File: src/rtl/crc_stream_engine.sv
// Parametrised CRC generator/checker over a valid/ready beat stream; DATA_W serial steps per beat.
// Result 1 clock after last-beat acceptance; held in DONE with in_ready=0 until crc_ready handshake.
module crc_stream_engine #(
    parameter int CRC_W  = 16,
    parameter int DATA_W = 8,
    parameter int CNT_W  = 16
) (
    input  logic              clk,
    input  logic              rst_n,
    input  logic [CRC_W-1:0]  cfg_poly,
    input  logic [CRC_W-1:0]  cfg_init,
    input  logic [CRC_W-1:0]  cfg_xorout,
    input  logic              cfg_refin,
    input  logic              cfg_refout,
    input  logic              cfg_chk_en,
    input  logic              in_valid,
    output logic              in_ready,
    input  logic [DATA_W-1:0] in_data,
    input  logic              in_last,
    input  logic              in_abort,
    input  logic [CRC_W-1:0]  chk_crc,
    output logic              crc_valid,
    input  logic              crc_ready,
    output logic [CRC_W-1:0]  crc_out,
    output logic              crc_error,
    output logic [CNT_W-1:0]  crc_beats,
    output logic              busy
);

    typedef enum logic [1:0] {IDLE = 2'd0, RUN = 2'd1, DONE = 2'd2} state_t;

    state_t             state_q;
    logic [CRC_W-1:0]   crc_q, poly_q, xorout_q, crc_out_q;
    logic               refin_q, refout_q, chk_en_q;
    logic [CNT_W-1:0]   cnt_q, beats_q;
    logic               in_ready_q, crc_valid_q, crc_error_q;

    logic               accept, first;
    logic [CRC_W-1:0]   eff_poly, eff_xorout, crc_base, crc_d, res_d;
    logic               eff_refin, eff_refout, eff_chk_en, err_d;
    logic [CNT_W-1:0]   cnt_d;

    function automatic logic [CRC_W-1:0] crc_step(input logic [CRC_W-1:0]  r_in,
                                                  input logic [DATA_W-1:0] d,
                                                  input logic [CRC_W-1:0]  poly,
                                                  input logic              refin);
        logic [CRC_W-1:0] r;
        logic             b;
        logic             fb;
        r = r_in;
        for (int i = 0; i < DATA_W; i++) begin
            b  = refin ? d[i] : d[DATA_W-1-i];
            fb = r[CRC_W-1] ^ b;
            r  = {r[CRC_W-2:0], 1'b0} ^ (fb ? poly : '0);
        end
        return r;
    endfunction

    function automatic logic [CRC_W-1:0] bitrev(input logic [CRC_W-1:0] v);
        logic [CRC_W-1:0] o;
        for (int i = 0; i < CRC_W; i++) o[i] = v[CRC_W-1-i];
        return o;
    endfunction

    // The first beat of a frame is processed with the live cfg_* values, which are
    // latched into the shadows on that same edge; later beats use only the shadows.
    always_comb begin
        accept     = in_valid & in_ready_q;
        first      = (state_q == IDLE);
        eff_poly   = first ? cfg_poly   : poly_q;
        eff_xorout = first ? cfg_xorout : xorout_q;
        eff_refin  = first ? cfg_refin  : refin_q;
        eff_refout = first ? cfg_refout : refout_q;
        eff_chk_en = first ? cfg_chk_en : chk_en_q;
        crc_base   = first ? cfg_init   : crc_q;
        crc_d      = crc_step(crc_base, in_data, eff_poly, eff_refin);
        if (first)                   cnt_d = CNT_W'(1);
        else if (cnt_q == '1)        cnt_d = cnt_q;
        else                         cnt_d = cnt_q + CNT_W'(1);
        res_d      = (eff_refout ? bitrev(crc_d) : crc_d) ^ eff_xorout;
        err_d      = eff_chk_en & (res_d != chk_crc);
    end

    always_ff @(posedge clk or negedge rst_n) begin
        if (!rst_n) begin
            state_q     <= IDLE;
            crc_q       <= '0;
            poly_q      <= '0;
            xorout_q    <= '0;
            refin_q     <= 1'b0;
            refout_q    <= 1'b0;
            chk_en_q    <= 1'b0;
            cnt_q       <= '0;
            beats_q     <= '0;
            crc_out_q   <= '0;
            crc_error_q <= 1'b0;
            crc_valid_q <= 1'b0;
            in_ready_q  <= 1'b0;
        end else begin
            case (state_q)
                IDLE, RUN: begin
                    in_ready_q <= 1'b1;
                    if (in_abort) begin
                        state_q <= IDLE;
                        crc_q   <= '0;
                        cnt_q   <= '0;
                    end else if (accept) begin
                        if (first) begin
                            poly_q   <= cfg_poly;
                            xorout_q <= cfg_xorout;
                            refin_q  <= cfg_refin;
                            refout_q <= cfg_refout;
                            chk_en_q <= cfg_chk_en;
                        end
                        crc_q <= crc_d;
                        cnt_q <= cnt_d;
                        if (in_last) begin
                            state_q     <= DONE;
                            crc_out_q   <= res_d;
                            crc_error_q <= err_d;
                            beats_q     <= cnt_d;
                            crc_valid_q <= 1'b1;
                            in_ready_q  <= 1'b0;
                        end else begin
                            state_q <= RUN;
                        end
                    end
                end
                DONE: begin
                    if (crc_valid_q && crc_ready) begin
                        crc_valid_q <= 1'b0;
                        in_ready_q  <= 1'b1;
                        state_q     <= IDLE;
                    end
                end
                default: begin
                    state_q    <= IDLE;
                    in_ready_q <= 1'b1;
                end
            endcase
        end
    end

    assign in_ready  = in_ready_q;
    assign crc_valid = crc_valid_q;
    assign crc_out   = crc_out_q;
    assign crc_error = crc_error_q;
    assign crc_beats = beats_q;
    assign busy      = (state_q != IDLE);

endmodule

File: config.mk
export PLATFORM = sky130hd
export DESIGN_NAME = crc_stream_engine
export DESIGN_NICKNAME = d
export VERILOG_FILES = /design/src/rtl/crc_stream_engine.sv
export SDC_FILE = /design/constraint.sdc
export NUM_CORES = 1
export LEC_CHECK = 0
export ABC_AREA = 1
export CAP_MARGIN = 20
export CORE_MARGIN = 1.5
export CORE_UTILIZATION = 45
export CTS_CLUSTER_SIZE = 14
export DETAILED_ROUTE_END_ITERATION = 6
export GPL_TIMING_DRIVEN = 1
export PLACE_DENSITY = 0.67
export SYNTH_ARGS = -nofsm -noshare
export SYNTH_HDL_FRONTEND = slang
export SYNTH_SLANG_ARGS = --single-unit
export TNS_END_PERCENT = 20
File: constraint.sdc
create_clock -name clk -period 4.8 [get_ports clk]
set_clock_uncertainty 0.2 [all_clocks]
set_input_delay 0.96 -clock clk [delete_from_list [all_inputs] [get_ports clk]]
set_output_delay 0.96 -clock clk [all_outputs]
set_load 0.02 [all_outputs]
[Yosys cells after proc, flatten, opt, wreduce, memory -nomap -nowiden]
Cells that the tools add are included.
Storage, ports and cells
  register bits: 104
  input bits: 81
  output and inout bits: 36
  logic and storage cells: 98
Operators by class
  add/subtract/negate cells: 1
  equality and inequality tests: 9
  muxes and demuxes: 44
  bitwise operators: 20
  reductions and logical operators: 11
Operators by type and width (count)
  2-to-1 mux 16 bit: 18
  bitwise XOR 16 bit: 9
  2-to-1 mux 1 bit: 19
  adder 16 x 1 -> 16 bit (second input constant): 1
  == test 16 bit (second input constant): 1
  inequality test 16 bit: 1
  2-to-1 mux 2 bit: 4
  inequality test 2 bit (second input constant): 4
  bitwise XOR 1 bit: 8
  nonzero test 2 bit: 3
  AND reduction 5 bit: 1
  one-hot mux 1 bit (2 select lines): 2
  one-hot mux 2 bit (2 select lines): 1
  AND reduction 2 bit: 2
  AND reduction 4 bit: 1
  inequality test 3 bit (second input constant): 1
  AND reduction 3 bit: 1
  bitwise AND 1 bit: 2
  == test 2 x 1 -> 1 bit (second input constant): 1
  == test 2 bit (second input constant): 1
  zero test 2 bit: 1
  OR reduction 2 bit: 1
  logical AND 1 bit: 1
  inverter 1 bit: 1

[Longest topological paths before layout]
  depth after elaboration: 31
  gate-level depth with buffers: 46

[Worst setup path after synthesis]
No wires, ideal clock.
  path kind: input to register
  from: input port cfg_refin
  to: register crc_error_q (netlist: crc_error)
  library setup time: 0.116 ns
  arrival time: 4.005 ns
  setup slack: 0.479 ns
  stages on the path: 36
  path buffers: 1
  cells stage by stage: nand2_1 nand2_2 nand2_1 nand3_1 nand3_1 nand2_2 inv_2 nor2_4 nand3_2 nand3_2 inv_1 nand2_2 nand3_2 nand2_2 nand3_2 nor2_2 nor2_8 nand3_2 nand2_2 nor2_2 nand2_2 nand2_4 buf_6 nand2_1 nand2_1 nand2_1 nand2_1 nand3_1 nand3_1 nand2_1 nor2_1 nand2_1 nor2_1 nand2_1 nand2_1 nand2_1
On the way
  word-level cells in the longest chain between the ends: 30
  elaborated cells between the ends (all ways): 37
Ends and longest elaborated chain
  from (decl): line 13  | input logic cfg_refin,
  2-to-1 mux 1 bit (*)
  2-to-1 mux 1 bit: line 52  | b = refin ? d[i] : d[DATA_W-1-i];
  bitwise XOR 1 bit: line 53  | fb = r[CRC_W-1] ^ b;
  2-to-1 mux 16 bit: line 54  | r = {r[CRC_W-2:0], 1'b0} ^ (fb ? poly : '0);
  bitwise XOR 16 bit: line 54
  bitwise XOR 1 bit: line 53
  2-to-1 mux 16 bit: line 54
  bitwise XOR 16 bit: line 54
  [14 not listed]
  bitwise XOR 16 bit: line 54
  bitwise XOR 1 bit: line 53
  2-to-1 mux 16 bit: line 54
  bitwise XOR 16 bit (*): line 54
  2-to-1 mux 16 bit (*): line 80  | res_d = (eff_refout ? bitrev(crc_d) : crc_d) ^ eff_xorout;
  bitwise XOR 16 bit (*): line 80
  inequality test 16 bit (*): line 81  | err_d = eff_chk_en & (res_d != chk_crc);
  bitwise AND 1 bit (*): line 81
  to (signal assigned): line 120  | crc_error_q <= err_d;
  to (decl): line 36  | logic in_ready_q, crc_valid_q, crc_error_q;
Every way passes the cells marked *; elsewhere a longest branch is shown, timed or not.
A chain may end at the register's enable or synchronous reset.

[Worst setup path in the final report]
  from: input port cfg_init[14]
  to: register crc_error_q (netlist: crc_error)
On the way
  word-level cells in the longest chain between the ends: 27
Ends and longest elaborated chain
  from (decl): line 11  | input logic [CRC_W-1:0] cfg_init,
  2-to-1 mux 16 bit (*): line 75  | crc_base = first ? cfg_init : crc_q;
  bitwise XOR 16 bit (*): line 54
  bitwise XOR 1 bit (*): line 53
  2-to-1 mux 16 bit (*): line 54
  bitwise XOR 16 bit (*): line 54
  bitwise XOR 1 bit: line 53
  2-to-1 mux 16 bit: line 54
  bitwise XOR 16 bit (*): line 54
  [11 not listed]
  bitwise XOR 16 bit (*): line 54
  bitwise XOR 1 bit: line 53
  2-to-1 mux 16 bit: line 54
  bitwise XOR 16 bit (*): line 54
  2-to-1 mux 16 bit (*): line 80
  bitwise XOR 16 bit (*): line 80
  inequality test 16 bit (*): line 81
  bitwise AND 1 bit (*): line 81
Marks and branches as above.

==> impl_metrics.csv <==
group,metric,value,unit
clock_network,htreeDepth,3,
logic_synthesis,synth_area_leaders,"dfrtp_1, nand2_1, nand3_1",
worst_hold_path,timing.hold.worst.class,"flop to flop",
clock_network,clock_sink_count,104,
job,cap_violations,0,
die,fp-row-count,51,
logic_synthesis,yosys.area.top_type_share,0.2896,
place,pre_cts_ws,-607.8,ps
clock_network,worst_skew_pair.late_latency,380,ps
global_routing,gr-usage-all-layers,0.3028,
global_routing,overflow,0,
cells_and_area,layout-drive-gt1-share,0.2309,
outcome,run_status,"finished with violations",
sta,timing_worst_slew_pin_value,954.8,ps
outcome,violations,"negative setup slack",
clock_network,cts_hold_buffers,0,
setup_path,worstPathMaxFanout,7,
die,die_footprint,0.02083,mm^2
logic_synthesis,ys_seq_elements,104,
logic_synthesis,postSynthAreaPerCell,6.076,um^2
logic_synthesis,ys.flop_type,"dfrtp_1",
sta,fin_ws,-83.46,ps
routing,first_pass_iters,5,
setup_path,r2r-start,"state_q[1]",
clock_network,clk_transition_reported_paths,90,ps
sta,grt_setup_unrepaired,"true",
logic_synthesis,synth_top_area_cell,"dfrtp_1",
die,pin_count,117,
setup_path,critPathKind,"input pin to flop",
logic_synthesis,post_synth_inst_count,1479,
routing,1st_iter_drt_viols,820,
sta,report.final.slew_viol_count,0,
routing,dr_wl_cell,15.79,um
setup_path,setup.worst_path.end_class,"flop",
logic_synthesis,yosysSeqAreaShare,0.2896,
worst_hold_path,hold_path_depth,2,
sta,report.final.setup_viol,1,
global_routing,grt_pass1_vias,9546,
setup_path,critical_path_rt,4870,ps
global_routing,antenna_found_initial,0,
worst_hold_path,min-delay-start,"poly_q[10]",
logic_synthesis,synthArstFlopShare,1.000,
logic_synthesis,netlist_area,0.008986,mm^2
routing,wirelength_routed,31.12,mm
die,fp.dieW,144.3,um
routing,post_drt_via_cell_ratio,5.351,
place,weighted_congestion_at_the_end_of_routability_driven_global_placement,0.9946,
sta,slew_headroom,0.3568,
setup_path,rrSetupSlack,40,ps
place,placement.io_buffers,116,
global_routing,gr-usage-met1,0.4179,
die,initial_core_util,0.4602,
die,floorplan_die_height,144.3,um
setup_path,critical_path.slowest_cell,"clkdlybuf4s50_1",
routing,drc,0,
worst_hold_path,whs_endpoint,"poly_q[10]",
sta,final_hold_fails,0,
global_routing,global_route.usage.met3,0.04901,
setup_path,number_of_cells_traversed_by_the_worst_register_to_register_path,38,
setup_path,critical_path.reg2reg.endpoint,"crc_error",
setup_path,critical-path-max-stage-delay,450,ps
sta,timing.fmax,0.2048,GHz
cells_and_area,antennaDiodeCount,0,
logic_synthesis,ys.warnings.count,0,
clock_network,cts_buffers,9,
logic_synthesis,number_of_synthesized_flops_with_an_enable_pin,0,
cells_and_area,area_delta_synth_final,37.45,%
global_routing,grt_busiest_layer,"met2",
die,core_area,0.01953,mm^2
place,dp_hpwl,23.11,mm
global_routing,grt_pass1_wl,48.66,mm
clock_network,clock_tree_from_tritoncts,"built",
sta,fin_crit_sh,1.017,
clock_network,cts-root-to-sink-buffers,2,
setup_path,worst_path_most_repeated_cell,"nand2_1",
cells_and_area,nNetsFinal,1783,
routing,via_count,10550,
routing,postRouteAntennaNets,0,
setup_path,start_kind,"input pin",
global_routing,met2_usage,0.4812,
logic_synthesis,synthDistinctLibCells,41,
logic_synthesis,syn-num-nets,1561,
sta,finalWorstPathRequiredPeriod,4883,ps
global_routing,maximum_number_of_pins_on_one_net_before_global_route_repair,79,
clock_network,cts.root.buffer_cell,"clkbuf_16",
setup_path,timing.critical_path.arrival,4950,ps
==> stage by stage <==
stage / instance area [um^2] / TNS [ps] / util / cells / hold WS, ps
floorplan: 8986 / 0 / - / 1479 / 247.9
global placement: 11320 / -1201 / 0.5796 / 1940 / 263.8
detailed placement: 11320 / -3448 / 0.5796 / 1940 / 268.2
CTS: 11850 / 0 / 0.6067 / 1961 / 286.9
global route: 12350 / -542.6 / 0.6326 / 1971 / 308.2
finish: 12350 / -83.46 / 0.6326 / 1971 / 284.1
==> cells by family (layout without fill, tap and decap cells) <==
group | Yosys count | after routing | synth area share
mux | 1 | 1 | 0.001114
flops | 104 | 104 | 0.2896
xor+xnor | 20 | 20 | 0.01949
simple gates | 909 | 910 | 0.4571
compound gates | 195 | 195 | 0.1190
fa+ha+maj | 1 | 1 | 0.001392
buf+inv | 249 | 475 | 0.1122
==> cells in the final DEF (no fill, tap or decap), drive strengths merged, types with 2 or more instances in the layout <==
master and instances:
nand4 20, clkdlybuf4s50 111, nand3b 11, dlymetal6s2s 3, o22ai 17, o21ai 148, clkbuf 10, nor4 3
o21a 2, a31oi 16, or2 41, xor2 16, clkinv 8, nor2 90, xnor2 4, dfrtp 104
o211ai 3, a21oi 5, nand2 479, nand3 257, buf 156, inv 186, nor3 9, o2111ai 2
==> final cells by class <==
cell class / instances / area, um^2
fillers: 1870 / 7174
multi-input cells: 1127 / 5966
flip-flops and latches: 104 / 2604
repair buffers: 272 / 2427
inverters: 187 / 704.4
well taps: 265 / 331.6
clock buffers: 9 / 225.2
clock inverters: 7 / 93.84
==> Yosys cell counts (all sizes together) (11+ instances only) <==
library cell,instances
a31oi,16
buf,24
clkbuf,38
dfrtp,104
inv,181
nand2,478
nand3,257
nand3b,11
nand4,20
nor2,90
o21ai,148
o22ai,17
or2,41
xor2,16
==> state kept, by name, summed over array words and instances (netlist names) <==
register	count
chk_en_q	1
cnt_q	16
crc_beats	16
crc_error	1
crc_out	16
crc_q	16
crc_valid	1
in_ready	1
poly_q	16
refin_q	1
refout_q	1
state_q	2
xorout_q	16
==> how the worst max path moves through the flow <==
stage                  from   endpoint  slack, ps  depth (start not counted)
2_1_floorplan     cfg_refin  crc_error        480                         36
3_3_place_gp      cfg_refin  crc_error       -480                         41
3_5_place_dp      cfg_refin  crc_error       -610                         40
4_1_cts        cfg_init[14]  crc_error       0.03                         40
5_1_grt        cfg_init[14]  crc_error       -370                         39
6_report       cfg_init[14]  crc_error        -80                         39
==> worst max-delay path: cells and delay by family <==
family / cells / cell delay [ps]
simple gates: 30 / 2930
compound gates: 1 / 70
buf+inv: 8 / 990
==> layer usage <==
layer  vias up  routed length (um)  share of wire
li1       5245                   -              -
met1      4961               14230           0.46
met2       297               14300           0.46
met3        44                1756          0.056
met4         0                 837          0.027
met5         -                   0              0
==> what timing repair did <==
item / 4_1_cts / 5_1_grt
endpoints found under the setup margin: 1 / 13
gates cloned: 1 / 1
buffers inserted: 4 / 9
resized for setup: 44 / 113
pin swaps: 15 / 47
Power is not shown: default switching activity piles up to over one toggle a cycle in this logic, so the estimate is an artifact.
==> RTL edit 1: new RTL, same settings <==
`CRC_W`: 16 -> 32.
--- a/src/rtl/crc_stream_engine.sv
+++ b/src/rtl/crc_stream_engine.sv
@@ -1,7 +1,7 @@
 // Parametrised CRC generator/checker over a valid/ready beat stream; DATA_W serial steps per beat.
 // Result 1 clock after last-beat acceptance; held in DONE with in_ready=0 until crc_ready handshake.
 module crc_stream_engine #(
-    parameter int CRC_W  = 16,
+    parameter int CRC_W  = 32,
     parameter int DATA_W = 8,
     parameter int CNT_W  = 16
 ) (
Interface: changed (5 resized); port bits go from 117 to 197. No check against the original RTL was run, so the function may have changed too.
==> RTL edit 1 against the unedited design <==
The flow still finishes with violations (setup timing); maximum frequency shrank 2.3%; wire length grew 92%; critical endpoint unchanged; critical path type unchanged; worst setup slack lost 0.11 ns; sequential share of layout area shrank 1.1 points; design area grew 71%; largest cell class unchanged; critical path depth shrank 1; sequential cell count grew 64; synthesized area grew 67%.
Power is not shown: default switching activity piles up to over one toggle a cycle in this logic, so the estimate is an artifact.
==> RTL edit 1: results (changes against the unedited design) <==
timing:
  timing.max_slew.rel_slack: 0.478  # +0.122
  finalHoldWorstSlack_ns: 0.284  # -0.000313 ns
  final.setup.tns_ns: -0.196  # -0.113 ns
  post-route-worst-setup-slack_ns: -0.196  # -0.113 ns
  final-setup-viol-count: 1  # unchanged
global_route:
  track_usage: 0.341  # +0.0384
  first_global_vias: 17100  # +79%
  wire_length_of_the_first_global_routing_pass_um: 90400  # +86%
  grt_start_max_net_pins: 103  # +30%
finish:
  clock_buffer_count_in_the_final_layout: 21  # +12
  final_cells: 3315  # +68%
  nNonClkInverters: 263  # +41%
  nonClkBufAreaFrac: 0.214  # +0.0171
  drive_above_1_share: 0.227  # -0.00366
  number_of_multi_input_combinational_cells: 1931  # +71%
  clkCellAreaFrac: 0.0265  # +0.000654
  multi_input_area_sq_um: 10300  # +72%
  register_area_sq_um: 4200  # +61%
  fillerInstances: 2992  # +60%
  final_cell_area_sq_um: 21100  # +71%
  n_all_buffers: 479  # +76%
synthesis:
  synth-seq-area-share: 0.281  # -0.00886
  mappedNetlistNets: 2624  # +68%
  compound_gate_portion_of_the_synthesized_area: 0.130  # +0.0112
  synth.mux.area_fraction: 0.00134  # +0.000223
  leading_post_synthesis_cells_by_cell_area: "sky130_fd_sc_hd__dfrtp_1 28%, sky130_fd_sc_hd__nand2_1 21%, sky130_fd_sc_hd__nand3_1 11%"
  synth_adder_area_share: 0.000836  # -0.000557
  synth_common_cells: "827 x sky130_fd_sc_hd__nand2_1, 319 x sky130_fd_sc_hd__nand3_1, 259 x sky130_fd_sc_hd__o21ai_0"
  post_synth_xor_area_fraction: 0.0404  # +0.0209
  post_synth.cell_area_avg_sq_um: 6.04  # -0.54%
clocking:
  cts_setup_buffers: 17  # +13
  clock_pin_slew_reported_for_the_worst_setup_and_hold_paths_after_clock_tree_synthesis_ns: 0.07  # -0.02 ns
  numCtsBuffers: 17  # +8
  cts-resized-gates: 105  # +140%
  clockBufferDepth: 2  # unchanged
  worstSkewPairLatency_ns: 0.47  # +0.09 ns
  ctsHtreeMaxLevel: 4  # +1
place:
  io_buffer_count: 196  # +69%
  place_inst: 3239  # +67%
  finalWeightedCongestion: 0.924  # -7.1%
  instance_area_after_placement_sq_um: 18900  # +67%
  dp_hpwl_um: 43300  # +87%
detailed_routing:
  detailedRoute.firstIterationViolations: 1504  # +83%
  drt_pass1_iterations: 7  # +2
  routed_vias_inst: 5.51  # +3.0%
  avgRoutedWirePerCell_um: 18.0  # +14%
critical_path:
  arrival_ns: 5.15  # +0.20 ns
  r2r_setup_slack_ns: -0.19  # -0.23 ns
  slowest_stage: "sky130_fd_sc_hd__clkdlybuf4s50_1"
die:
  placement_rows: 66  # +29%
status:
  status: "finished with violations"
  violations: "setup timing"
## RTL edit 1: final timing paths
kind / cells past startpoint / start / end
max in group asynchronous: 2 / rst_n / crc_out[4]$_DFFE_PN0P_
hold / removal: 2 / poly_q[23]$_DFFE_PN0P_ / poly_q[23]$_DFFE_PN0P_
setup reg to reg: 40 / state_q[0]$_DFFE_PN0P_ / crc_error$_DFFE_PN0P_
hold reg to reg: 2 / poly_q[23]$_DFFE_PN0P_ / poly_q[23]$_DFFE_PN0P_
setup / recovery: 38 / cfg_poly[31] / crc_error$_DFFE_PN0P_
min in group asynchronous: 1 / rst_n / poly_q[12]$_DFFE_PN0P_
## RTL edit 1: layer usage
| layer | wire length, um | global-route usage | share of wire |
|---|---|---|---|
| met2 | 29500 | 0.597 | 0.49 |
| met4 | 2420 | 0.148 | 0.040 |
| met1 | 24300 | 0.420 | 0.41 |
| met5 | 0 | 0 | 0 |
| met3 | 3520 | 0.0417 | 0.059 |
==> RTL edit 2: new RTL, same settings <==
Without the edit above. Make the reset (`rst_n`) synchronous in one clocked block.
--- a/src/rtl/crc_stream_engine.sv
+++ b/src/rtl/crc_stream_engine.sv
@@ -81,7 +81,7 @@
         err_d      = eff_chk_en & (res_d != chk_crc);
     end
 
-    always_ff @(posedge clk or negedge rst_n) begin
+    always_ff @(posedge clk) begin
         if (!rst_n) begin
             state_q     <= IDLE;
             crc_q       <= '0;
Check against the original RTL: not equivalent (Yosys sat finds a counterexample within 4 cycles, from zero or initial values and one cycle with rst_n low; the reset may be asserted at any time).
==> RTL edit 2 against the unedited design <==
The run still ends with setup timing left; design area grew 4.2%; synthesized area shrank 1.6%; worst setup slack gained 0.029 ns; wire length grew 4.9%; via count grew 3.9%; sequential cell count is the same; count of clock-buffer cells in the layout grew 1; maximum frequency grew 0.59%; register-to-register slack lost 0.08 ns; worst hold slack lost 0.019 ns; critical endpoint is now crc_error$_SDFFE_PN0P_.
Power is left out: it rests on default switching activity, and per cell area and clock period it moved more than threefold.
==> RTL edit 2: results (changes against the unedited design) <==
status:
  status: "finished with violations"
  violations: "setup timing"
synthesis:
  mappedNetlistNets: 1645  # +5.4%
  synth-seq-area-share: 0.236  # -0.0541
  synth_flop_cell: "sky130_fd_sc_hd__dfxtp_1"
  leading_post_synthesis_cells_by_cell_area: "sky130_fd_sc_hd__dfxtp_1 24%, sky130_fd_sc_hd__nand2_1 20%, sky130_fd_sc_hd__nand3_1 13%"
  ys_warn_count: 0  # unchanged
  synth-async-reset-ratio: 0  # -1.00
critical_path:
  worst_r2r_startpoint: "state_q[1]$_SDFFE_PN0P_"
  r2r_setup_slack_ns: -0.04  # -0.08 ns
  slowest_stage: "sky130_fd_sc_hd__nor2_1"
  arrival_ns: 4.87  # -0.08 ns
  crit_path_start: "cfg_refin"
  timing.critical_path.slowest_cell_delay_ns: 0.25  # -0.20 ns
  cp-endpoint: "crc_error$_SDFFE_PN0P_"
timing:
  final.setup.tns_ns: -0.0548  # +0.0287 ns
  worstMarginPinSlew_ns: 0.979  # +0.0243 ns
  final-setup-viol-count: 1  # unchanged
  post-route-worst-setup-slack_ns: -0.0548  # +0.0287 ns
  finalHoldWorstSlack_ns: 0.265  # -0.0191 ns
place:
  dp_hpwl_um: 21800  # -5.7%
  finalWeightedCongestion: 0.910  # -8.6%
  instance_area_after_placement_sq_um: 10900  # -4.0%
hold_path:
  whs_endpoint: "crc_q[3]$_SDFFE_PN0P_"
  start_point_of_the_worst_hold_path: "crc_q[3]$_SDFFE_PN0P_"
clocking:
  cts-resized-gates: 22  # -50%
  cts_setup_buffers: 1  # -3
  worstSkewPairLatency_ns: 0.36  # -0.02 ns
  clock_pin_slew_reported_for_the_worst_setup_and_hold_paths_after_clock_tree_synthesis_ns: 0.07  # -0.02 ns
detailed_routing:
  detailedRoute.firstIterationViolations: 958  # +17%
  drt_pass1_iterations: 6  # +1
  vias: 11000  # +3.9%
  drt-total-wl_um: 32700  # +4.9%
finish:
  drive_above_1_share: 0.279  # +0.0481
  layout.nets: 1840  # +3.2%
global_route:
  wire_length_of_the_first_global_routing_pass_um: 46400  # -4.6%
  track_usage: 0.285  # -0.0181
  grt_start_max_net_pins: 99  # +25%
RTL edit 2: changes by cell type in the layout (fill, tap and decap cells not counted), sizes merged, moves of 12 or more:
cell,change
o21ai,-14
buf,-12
inv,+15
o22ai,-14
a21oi,+84
nand3,-15
a31oi,-14
nor2,+24
dfrtp,-104
nand4,-12
dlymetal6s2s,+12
dfxtp,+104
clkdlybuf4s50,-12
RTL edit 2: cell type report:
class | count | area (sq um)
fillers | 1663 | 6470
multi-input cells | 1184 | 6930
inverters | 199 | 754
repair buffers | 260 | 2460
flip-flops and latches | 104 | 2090
well taps | 265 | 332
clock buffers | 10 | 239
clock inverters | 6 | 61.3
RTL edit 2: logic make-up after synthesis:
family                   share of synthesized area
AO/OA/AOI/OAI                                0.142
XOR/XNOR                                    0.0275
adder cells (fa/ha/maj)                    0.00142
buffers and inverters                        0.126
flip-flops                                   0.236
multiplexers                               0.00679
AND/OR/NAND/NOR                              0.461
RTL edit 2: tightest hold or removal path, stage by stage (launching register included):
cell                      delay [ns]
sky130_fd_sc_hd__dfxtp_1        0.31
sky130_fd_sc_hd__nand2_1        0.06
sky130_fd_sc_hd__a21oi_1        0.05
RTL edit 2: stage by stage:
step	std cells	util	worst slack, ns
floorplan	1563	-	0.495
global placement	1979	0.562	-0.547
detailed placement	1979	0.562	-0.643
CTS	1996	0.582	-0.0958
global route	2028	0.665	-0.206
finish	2028	0.665	-0.0548
RTL edit 2: layer usage:
metal	share of wire	track usage	wire, um	vias up
li1	-	-	-	5392
met1	0.44	0.376	14200	5100
met2	0.47	0.477	15200	379
met3	0.064	0.0416	2100	87
met4	0.034	0.0874	1100	0
met5	0	0	0	-
